`src/rtl/uart_rx.sv`:
```
// uart_rx: 8N1 serial receiver with 16x oversampling.
//
// The rx line is brought into the clk domain through a two-flop synchronizer
// that runs every clk.  A four-state FSM (IDLE, START, DATA, STOP) advances only
// on clk cycles where sampleTick is high.  It samples the middle of the start
// bit, then the middle of every data bit and of the stop bit.  A good frame
// loads the holding register (rxData/rxValid).  The consumer clears rxValid
// with rxAck.
//
// Handshake: rxValid stays high from the clk after a good stop bit until the
// first clk in which rxAck is high.  That clear takes effect on the next clk
// edge.  rxAck has no effect while rxValid is low.  If a new byte lands while
// rxValid is still high and rxAck is low, the byte overwrites rxData and
// overrun pulses.
//
// Ports:
//   clk          rising-edge clock for all state
//   rst          synchronous, active-high reset
//   sampleTick   one-clk enable pulse at 16x the baud rate
//   rx           asynchronous serial input, idle high, LSB first
//   rxAck        consumer acknowledge of the held byte
//   rxData       last good received byte
//   rxValid      rxData holds an unacknowledged byte
//   busy         frame reception in progress (START, DATA or STOP)
//   framingError one-clk pulse: stop bit sampled low
//   overrun      one-clk pulse: held byte overwritten while unacknowledged
//   state_dbg    current FSM state, for debug and assertion binding
module uart_rx #(
  parameter int OVERSAMPLE = 16
) (
  input  logic       clk,
  input  logic       rst,
  input  logic       sampleTick,
  input  logic       rx,
  input  logic       rxAck,
  output logic [7:0] rxData,
  output logic       rxValid,
  output logic       busy,
  output logic       framingError,
  output logic       overrun,
  output logic [1:0] state_dbg
);

  // Only 16x oversampling is supported.  The tick counter is 4 bits wide.
  localparam logic [3:0] LAST_TICK = 4'(OVERSAMPLE - 1);
  localparam logic [3:0] MID_TICK  = 4'(OVERSAMPLE / 2 - 1);

  typedef enum logic [1:0] {
    IDLE  = 2'd0,
    START = 2'd1,
    DATA  = 2'd2,
    STOP  = 2'd3
  } state_t;

  state_t      state;
  logic [3:0]  tick_cnt;
  logic [2:0]  bit_idx;
  logic [7:0]  shift_reg;
  logic        rx_meta;
  logic        rx_sync;

  assign state_dbg = state;

  always_ff @(posedge clk) begin
    if (rst) begin
      state        <= IDLE;
      tick_cnt     <= '0;
      bit_idx      <= '0;
      shift_reg    <= '0;
      rxData       <= '0;
      rxValid      <= 1'b0;
      busy         <= 1'b0;
      framingError <= 1'b0;
      overrun      <= 1'b0;
      // The line idles high, so preloading ones avoids a fake start bit.
      rx_meta      <= 1'b1;
      rx_sync      <= 1'b1;
    end else begin
      rx_meta      <= rx;
      rx_sync      <= rx_meta;
      framingError <= 1'b0;
      overrun      <= 1'b0;

      // The consumer acknowledge runs every clk.  A good stop bit on the same
      // clk reasserts rxValid further down and overrides this clear.
      if (rxAck && rxValid) begin
        rxValid <= 1'b0;
      end

      if (sampleTick) begin
        case (state)
          IDLE: begin
            if (!rx_sync) begin
              state    <= START;
              tick_cnt <= '0;
              busy     <= 1'b1;
            end
          end

          START: begin
            if (tick_cnt == MID_TICK) begin
              tick_cnt <= '0;
              if (!rx_sync) begin
                // Mid-point of the start bit is still low.  The frame is real.
                state   <= DATA;
                bit_idx <= '0;
              end else begin
                // Glitch or noise: drop back silently.
                state <= IDLE;
                busy  <= 1'b0;
              end
            end else begin
              tick_cnt <= tick_cnt + 4'd1;
            end
          end

          DATA: begin
            if (tick_cnt == LAST_TICK) begin
              tick_cnt           <= '0;
              shift_reg[bit_idx] <= rx_sync;
              if (bit_idx == 3'd7) begin
                state <= STOP;
              end else begin
                bit_idx <= bit_idx + 3'd1;
              end
            end else begin
              tick_cnt <= tick_cnt + 4'd1;
            end
          end

          STOP: begin
            if (tick_cnt == LAST_TICK) begin
              tick_cnt <= '0;
              state    <= IDLE;
              busy     <= 1'b0;
              if (rx_sync) begin
                rxData  <= shift_reg;
                rxValid <= 1'b1;
                // A byte acknowledged on this very clk is not lost.
                overrun <= rxValid && !rxAck;
              end else begin
                framingError <= 1'b1;
              end
            end else begin
              tick_cnt <= tick_cnt + 4'd1;
            end
          end

          default: begin
            state    <= IDLE;
            tick_cnt <= '0;
            busy     <= 1'b0;
          end
        endcase
      end
    end
  end

endmodule

```
`config.mk`:
```
export PLATFORM = sky130hd
export DESIGN_NAME = uart_rx
export DESIGN_NICKNAME = d
export VERILOG_FILES = /design/src/rtl/uart_rx.sv
export SDC_FILE = /design/constraint.sdc
export NUM_CORES = 1
export LEC_CHECK = 0
export BUFFER_PORTS_ARGS = -buffer_cell sky130_fd_sc_hd__buf_4
export CORE_ASPECT_RATIO = 0.9
export CORE_UTILIZATION = 35
export DETAILED_ROUTE_END_ITERATION = 7
export SLEW_MARGIN = 20
export SYNTH_ARGS = -nofsm -noshare
export SYNTH_HDL_FRONTEND = slang
export SYNTH_SLANG_ARGS = --single-unit
export TNS_END_PERCENT = 20
```
`constraint.sdc`:
```
create_clock -name clk -period 3.7 [get_ports clk]
set_input_delay 0.37 -clock clk [delete_from_list [all_inputs] [get_ports clk]]
set_output_delay 0.37 -clock clk [all_outputs]
set_load 0.05 [all_outputs]
```
## After elaboration in Yosys (flattened, before gate mapping)

Cells that the tools add are included.

- Equal/unequal tests: 14
- Mux-type cells: 30
- Bitwise gates (word level): 4
- Reductions and logical operators: 16
- $add $sub $neg: 2
- Order comparisons: 2

Operators with widths:

| cell | number |
|---|---|
| $reduce_and 6->1 | 3 |
| $ne 2x2->1 const B | 8 |
| $mux 2 | 6 |
| $mux 3 | 4 |
| $mux 4 | 3 |
| $pmux 4 s3 | 1 |
| $mux 1 | 11 |
| $bwmux 8 | 1 |
| $pmux 2 s4 | 1 |
| $pmux 3 s2 | 1 |
| $reduce_or 5->1 | 1 |
| $add 4x1->4 const B | 1 |
| $eq 2x2->1 const B | 2 |
| $eq 4x3->1 const B | 1 |
| $eq 4x4->1 const B | 1 |
| $lt 3x4->1 const B | 1 |
| $not 1->1 | 4 |
| $reduce_and 4->1 | 1 |
| $reduce_or 4->1 | 1 |
| $add 3x1->3 const B | 1 |
| $demux 1 s3 | 1 |
| $eq 3x3->1 const B | 1 |
| $ge 3x1->1 const B | 1 |
| $logic_and 1x1->1 | 3 |
| other kinds (9) | 9 |

- Bits of input ports: 5
- Output and inout bits: 14
- Register bits: 31

## Longest topological paths before layout

Gate-level depths: netlist of run 1.

- Word-level depth: 6
- Gate-level depth with buffers: 7
- Gate-level depth less buffers: 6

## Worst setup path after synthesis of run 1

Ideal clock, no wire load.

- Path kind: register -> register
- From: reg (tool-made name)
- To: reg bit_idx[0]
- Arrival time: 1587 ps
- Library setup time: 121 ps
- Stages on the path, launching flop included: 6
- Path buffers: 1
- Slack: 1992 ps
- Path through: dfxtp_1 > buf_6 > nand3b_4 > o2bb2ai_2 > o311ai_2 > mux2_4

RTL lines:

| element | RTL line | RTL |
|---|---|---|
| end signal: assignment | 124 | `bit_idx <= bit_idx + 3'd1;` |
| end: declaration | 57 | `logic [2:0] bit_idx;` |

## Worst setup path after layout of run 1

- From: reg tick_cnt[0]
- To: reg rxData[3]

- Word-level cells in the longest chain between the ends: 2

RTL lines:

| element | RTL line | RTL |
|---|---|---|
| start: declaration | 56 | `logic [3:0] tick_cnt;` |
| start signal: assignment | 113 | `tick_cnt <= tick_cnt + 4'd1;` |
| start signal: assignment | 127 | `tick_cnt <= tick_cnt + 4'd1;` |
| start signal: assignment | 145 | `tick_cnt <= tick_cnt + 4'd1;` |
| $eq 4x4->1 | 132 | `if (tick_cnt == LAST_TICK) begin` |
| $reduce_and 4->1 (no line) | -- |  |
| end signal: assignment | 137 | `rxData <= shift_reg;` |
| end: declaration | 36 | `output logic [7:0] rxData,` |

Every way passes these cells.
A chain may end at the register's enable or synchronous reset.

==> results of run 1 <==
==> layout make-up <==
class / count / area share [%]
clock buffer: 5 / 4.09
inverter: 2 / 0.446
tap: 46 / 3.42
clock inverter: 3 / 1.19
multi-input combinational: 106 / 45.9
timing repair buffer: 18 / 8.04
sequential: 31 / 36.9
==> layer usage <==
layer | up-vias | routed length (um)
met5 | - | 0
met4 | 0 | 41
met3 | 5 | 161
met2 | 19 | 1170
met1 | 521 | 1360
li1 | 554 | -
==> power breakdown <==
part	internal [mW]	switching [mW]
Clock	0.131	0.133
Sequential	0.336	0.00342
Combinational	0.00837	0.0135
==> cells in the final DEF (no fill, tap or decap), types with 2 or more instances in the layout <==
cell type	count
nand4b_1	4
nor2_1	25
or2_2	2
clkinvlp_4	2
clkbuf_8	5
buf_4	18
nand3b_1	2
nand3_1	3
nand4_1	2
and3_1	2
dfxtp_1	31
nor3_2	2
inv_1	2
nor2b_1	2
nand2_1	8
ha_1	3
nand2b_1	3
a21oi_1	3
mux2i_1	20
and4bb_2	3
nor3_1	2
==> how the worst max path moves through the flow <==
stage,slack [ns],end,depth (start not counted)
after floorplan,1.99,bit_idx[0],5
after global placement,1.98,bit_idx[0],6
after CTS,1.91,rxData[5],5
after global routing,1.75,rxData[2],5
after detailed placement,1.93,rxData[5],5
final,1.92,rxData[3],5
==> kinds of logic after synthesis <==
| kind of cell | Yosys count | share of synthesized area (%) |
|---|---|---|
| compound gates | 13 | 7.07 |
| xor+xnor | 1 | 0.596 |
| fa+ha+maj | 3 | 2.56 |
| buf+inv | 13 | 5.20 |
| flops | 31 | 42.2 |
| mux | 21 | 14.7 |
| simple gates | 68 | 27.7 |
==> stage by stage <==
| step | instance area (sq um) | setup slack (ns) | utilization, % | cells | total power [mW] |
|---|---|---|---|---|---|
| after global routing | 1680 | 1.75 | 43.5 | 211 | 0.655 |
| after detailed placement | 1590 | 1.93 | 41.2 | 203 | 0.369 |
| after floorplan | 1470 | 1.99 | - | 150 | 0.362 |
| final | 1680 | 1.92 | 43.5 | 211 | 0.625 |
| after global placement | 1590 | 1.98 | 41.2 | 203 | 0.368 |
| after CTS | 1680 | 1.91 | 43.5 | 211 | 0.636 |
==> key figures, run 1 <==
Global routing
  • GRT met2 Usage: 20.0%
  • GRT overflow: 0
  • M1 GR Usage: 16.7%
  • M3 GR Usage: 6.72%
  • First-pass GRT wire length: 4570 um
  • Vias in the first global route: 1016
  • Largest net degree at the start of global routing: 34
  • Total Routing Usage GR: 13.5%
  • GRT busiest layer: met2
  • Initial antenna violation count: 0

Worst setup path
  • Setup slack, reg-to-reg: 1.92 ns
  • Setup crit start: tick_cnt[0]
  • WP buf/inv: 0
  • CP Cell Sequence: ha_1 -> and3_1 -> nand3_2 -> mux2i_1 -> nor2_1
  • Slowest CP cell: and3_1
  • FF-to-FF End: rxData[3]
  • Crit path max-delay family: simple AND/OR/NAND/NOR gates
  • Reg2reg path depth: 5
  • Startpoint type of the worst setup path: flop
  • CP peak stage delay: 0.39 ns
  • Element type at the critical path end: flop
  • Crit path DAT: 1.95 ns
  • Kind of critical path: reg2reg
  • Critical Path Fanout Max: 10
  • Required @ worst endpoint: 3.87 ns
  • Reg-to-Reg Start: tick_cnt[0]

Floorplan
  • Rows: 21
  • IO Count: 19
  • Chip Width: 70.3 um
  • Die height: 63.5 um
  • Die Footprint: 4460 sq um
  • Initial Util: 38.0%
  • Core ar.: 3860 sq um

CTS
  • CTS tree: done
  • Clock Latency Late Sink: 0.29 ns
  • Post-CTS Hold Fix Bufs: 0
  • CTS clk-pin slew, worst paths: 0.07 ns
  • Post-CTS resize count: 0
  • CTS sink cnt: 31
  • Clock buffer depth: 2
  • H-Tree Depth: 2
  • Inserted Clock Buffers: 5
  • Clk Tree Root Cell: clkbuf_8
  • Post-CTS Setup Bufs: 0

Route
  • Post-Route WL: 2730 um
  • Vias: 1099
  • Routed Antenna Nets: 0
  • DRC errors left: 0
  • Routed length per instance: 12.9 um
  • Pre-antenna DRT Iters: 4
  • Post-DR vias/cell: 5.21
  • DR iter-0 viols: 39

Timing
  • RSZ-0062 raised after global routing: false
  • Max_slew headroom: 65.1%
  • Final Max Slew Viols: 0
  • Period utilization: 48.0%
  • Worst-margin pin slew: 0.522 ns
  • Setup violators final: 0
  • Final Skew: 0.00301 ns
  • Final TNS setup: 0 ns
  • Fmax: 563 MHz
  • Final Hold Viols: 0
  • Final Critical Period: 1.78 ns
  • Final hold slack: 0.271 ns

Hold path
  • Worst Hold Depth: 2
  • Hold Path Class: in2reg
  • Hold_sp: rx
  • Hold Path Sink: rx_meta

Placement
  • Gpl congestion: 0.833
  • Count of buffers from port buffering: 18
  • Post-DP HPWL: 1860 um

Cells and area
  • # fillers: 364
  • Area of the multi-input gates: 772 sq um
  • Layout area overhead: 14.5%
  • Fin nets: 172
  • Layout cell share with drive strength beyond 1: 23.0%
  • Antenna cells: 0
  • Sequential Area: 621 sq um

Synthesis
  • Area share of the largest cell type after synthesis: 42.2%
  • Largest cells by area after synthesis: dfxtp_1 42%, mux2i_1 14%, nor2_1 6.4%, and4bb_2 2.6%, ha_1 2.6%
  • Top-count cell post-synth: dfxtp_1
  • Synth cell types: 42
  • Async set-reset flop share out of synthesis: 0%
  • Average size of a mapped cell: 9.79 sq um
  • Area leader, netlist: dfxtp_1
  • #FFs+latches synth: 31
  • Synth warnings: 0
  • Top cells by count, synth: 31 x dfxtp_1, 25 x nor2_1, 20 x mux2i_1, 8 x nand2_1
  • Post-synthesis cell count: 150
  • Most used DFF post-synth: dfxtp_1
  • EDFF count, synth: 0
  • Mapped cell area: 1470 sq um
  • Syn_nets: 158
  • Sequential fraction of the synthesis area: 42.2%

Power and ir drop
  • Maximum VDD drop: 0.187 mV
  • PwrDens: 371 nW/um^2
  • Leakage: 0.797 nW

Run
  • Max cap viols: 0

Status
  • Outcome: complete, no violations
Note: power is estimated with default switching activity, not from simulation.
==> run 2, diff against run 1 <==
- clock period: 3.7 -> 1.7 ns (I/O delays scaled with it)
==> run 2 against run 1 <==
Count of clock-buffer cells in the layout increased by 1. Worst setup slack got worse by 1.8 ns. Sequential share of layout area decreased by 2.2 points. Register-to-register slack got worse by 1.8 ns. Die area unchanged. Sequential power increased by 120%. Routed wire length increased by 6.6%. Cell area increased by 6.5%. Clock skew increased by 0.0032 ns. First-iteration DRC count increased by 7.7%. Flip-flop and latch count unchanged. Largest cell class unchanged. Largest power group is now the clock network.
==> key figures, run 2 (synthesized netlist as in run 1, its figures left out) <==
Status
  • Outcome: complete, no violations

Floorplan
  • Chip Width: 70.3 um (unchanged)
  • IO Count: 19 (unchanged)
  • Core ar.: 3860 sq um (unchanged)
  • Initial Util: 38.0% (unchanged)
  • Die height: 63.5 um (unchanged)
  • Die Footprint: 4460 sq um (unchanged)
  • Rows: 21 (unchanged)

Global routing
  • Initial antenna violation count: 0 (unchanged)
  • Vias in the first global route: 1142 (+12%)
  • First-pass GRT wire length: 4940 um (+8.0%)
  • Largest net degree at the start of global routing: 34 (unchanged)
  • Total Routing Usage GR: 14.5% (+0.99 points)
  • GRT overflow: 0 (unchanged)

Route
  • Pre-antenna DRT Iters: 4 (unchanged)
  • Vias: 1149 (+4.5%)
  • Routed Antenna Nets: 0 (unchanged)
  • DR iter-0 viols: 42 (+7.7%)
  • Post-DR vias/cell: 5.22 (+0.27%)
  • Routed length per instance: 13.2 um (+2.3%)
  • DRC errors left: 0 (unchanged)
  • Post-Route WL: 2910 um (+6.6%)

Power and ir drop
  • Net Sw Frac: 20.1% (-3.9 points)
  • Clock share of power: 48.6% (+6.4 points)
  • Comb pwr share: 3.5% (about the same)
  • PwrDens: 856 nW/um^2 (+130%)
  • Maximum VDD drop: 0.422 mV (+130%)
  • Sw Pwr: 0.308 mW (+110%)
  • Leakage: 0.870 nW (+9.2%)
  • Cell internal pwr: 1.22 mW (+160%)
  • Reg power frac: 48.0% (-6.3 points)

CTS
  • Clock Latency Late Sink: 0.28 ns (about the same)
  • Clk Tree Root Cell: clkbuf_8
  • CTS sink cnt: 31 (unchanged)
  • Post-CTS Setup Bufs: 0 (unchanged)
  • Inserted Clock Buffers: 5 (unchanged)
  • H-Tree Depth: 2 (unchanged)
  • Clock buffer depth: 2 (unchanged)
  • Post-CTS resize count: 0 (unchanged)
  • CTS tree: done
  • Post-CTS Hold Fix Bufs: 0 (unchanged)
  • CTS clk-pin slew, worst paths: 0.06 ns (about the same)

Cells and area
  • Most common cell after layout, fill and taps aside: dfxtp_1
  • Layout cell share with drive strength beyond 1: 27.6% (+4.6 points)
  • Layout area overhead: 22.0%
  • Antenna cells: 0 (unchanged)
  • Most frequent cells in the layout: 30 x dfxtp_1, 26 x buf_4, 25 x nor2_1, 20 x mux2i_1, 8 x nand2_1
  • Final Instance Area: 1790 sq um (+6.5%)
  • Fin nets: 181 (+5.2%)

Timing
  • Period utilization: 93.8% (+46 points)
  • Setup violators final: 0 (unchanged)
  • Final Skew: 0.00621 ns (+0.00320 ns)
  • Final worst slack: 0.106 ns (-1.82 ns)
  • RSZ-0062 raised after global routing: false
  • Final TNS setup: 0 ns (unchanged)
  • Fmax: 627 MHz (+11%)
  • Final Max Slew Viols: 0 (unchanged)
  • Max_slew headroom: 76.6% (+11 points)
  • Final Critical Period: 1.59 ns (-0.181 ns)
  • Worst-margin pin slew: 0.350 ns (-0.172 ns)
  • Final Hold Viols: 0 (unchanged)

Placement
  • Post-DP HPWL: 2100 um (+13%)
  • Gpl congestion: 0.868 (+4.3%)
  • Post-DP Area: 1670 sq um (+5.1%)
  • Count of buffers from port buffering: 18 (unchanged)
  • Dpl ws: 0.110 ns (-1.82 ns)

Worst setup path
  • Kind of critical path: reg2reg
  • Element type at the critical path end: flop
  • Critical Path Fanout Max: 5 (-5)
  • Required @ worst endpoint: 1.87 ns (-2.00 ns)
  • Crit path DAT: 1.76 ns (-0.19 ns)
  • Startpoint type of the worst setup path: flop

Run
  • Max cap viols: 0 (unchanged)

Hold path
  • Hold Path Class: in2reg
==> run 2: final timing paths <==
kind,startpoint,cells after the start,slack [ns],end
min,rx,2,0.08,rx_meta
min reg2reg,rx_meta,1,0.41,rx_sync
max reg2reg,bit_idx[0],6,0.11,bit_idx[0]
max,bit_idx[0],6,0.11,bit_idx[0]
==> run 2: area by class of cell <==
class                   instances  area [sq um]
fillers                       370          2070
multi-input cells             106           772
flip-flops and latches         31           622
repair buffers                 27           215
clock buffers                   6          82.6
well taps                      46          57.6
clock inverters                 2          35.0
inverters                       2          7.51
==> run 2: stage by stage <==
stage | hold WS [ns] | power, mW | utilization (%) | cells
after global routing | 0.0645 | 1.60 | 46.4 | 220
after detailed placement | 0.360 | 0.806 | 43.3 | 212
after CTS | 0.0662 | 1.56 | 46.4 | 220
after global placement | 0.359 | 0.804 | 43.3 | 212
final | 0.0755 | 1.53 | 46.4 | 220
after floorplan | 0.274 | 0.787 | - | 150
==> run 2: power by group through the flow <==
stage | sequential, mW | clock, mW | combinational (mW)
floorplan | 0.755 | 0 | 0.0321
global placement | 0.752 | 0 | 0.0526
detailed placement | 0.752 | 0 | 0.0537
CTS | 0.736 | 0.769 | 0.0536
global route | 0.736 | 0.803 | 0.0585
finish | 0.736 | 0.745 | 0.0530
==> run 2: worst max-delay path: stages, from the launching register on <==
cell and delay, ns:
dfxtp_1 0.35, ha_1 0.21, ha_1 0.18, nand3b_1 0.17
o2bb2ai_2 0.13, o311ai_2 0.14, mux2_4 0.31
==> run 2: routing by layer <==
metal	GRT usage [%]	vias up	wire, um
li1	-	574	-
met1	16.1	547	1330
met2	24.2	19	1410
met3	4.00	9	89
met4	9.50	0	79
met5	0	-	0
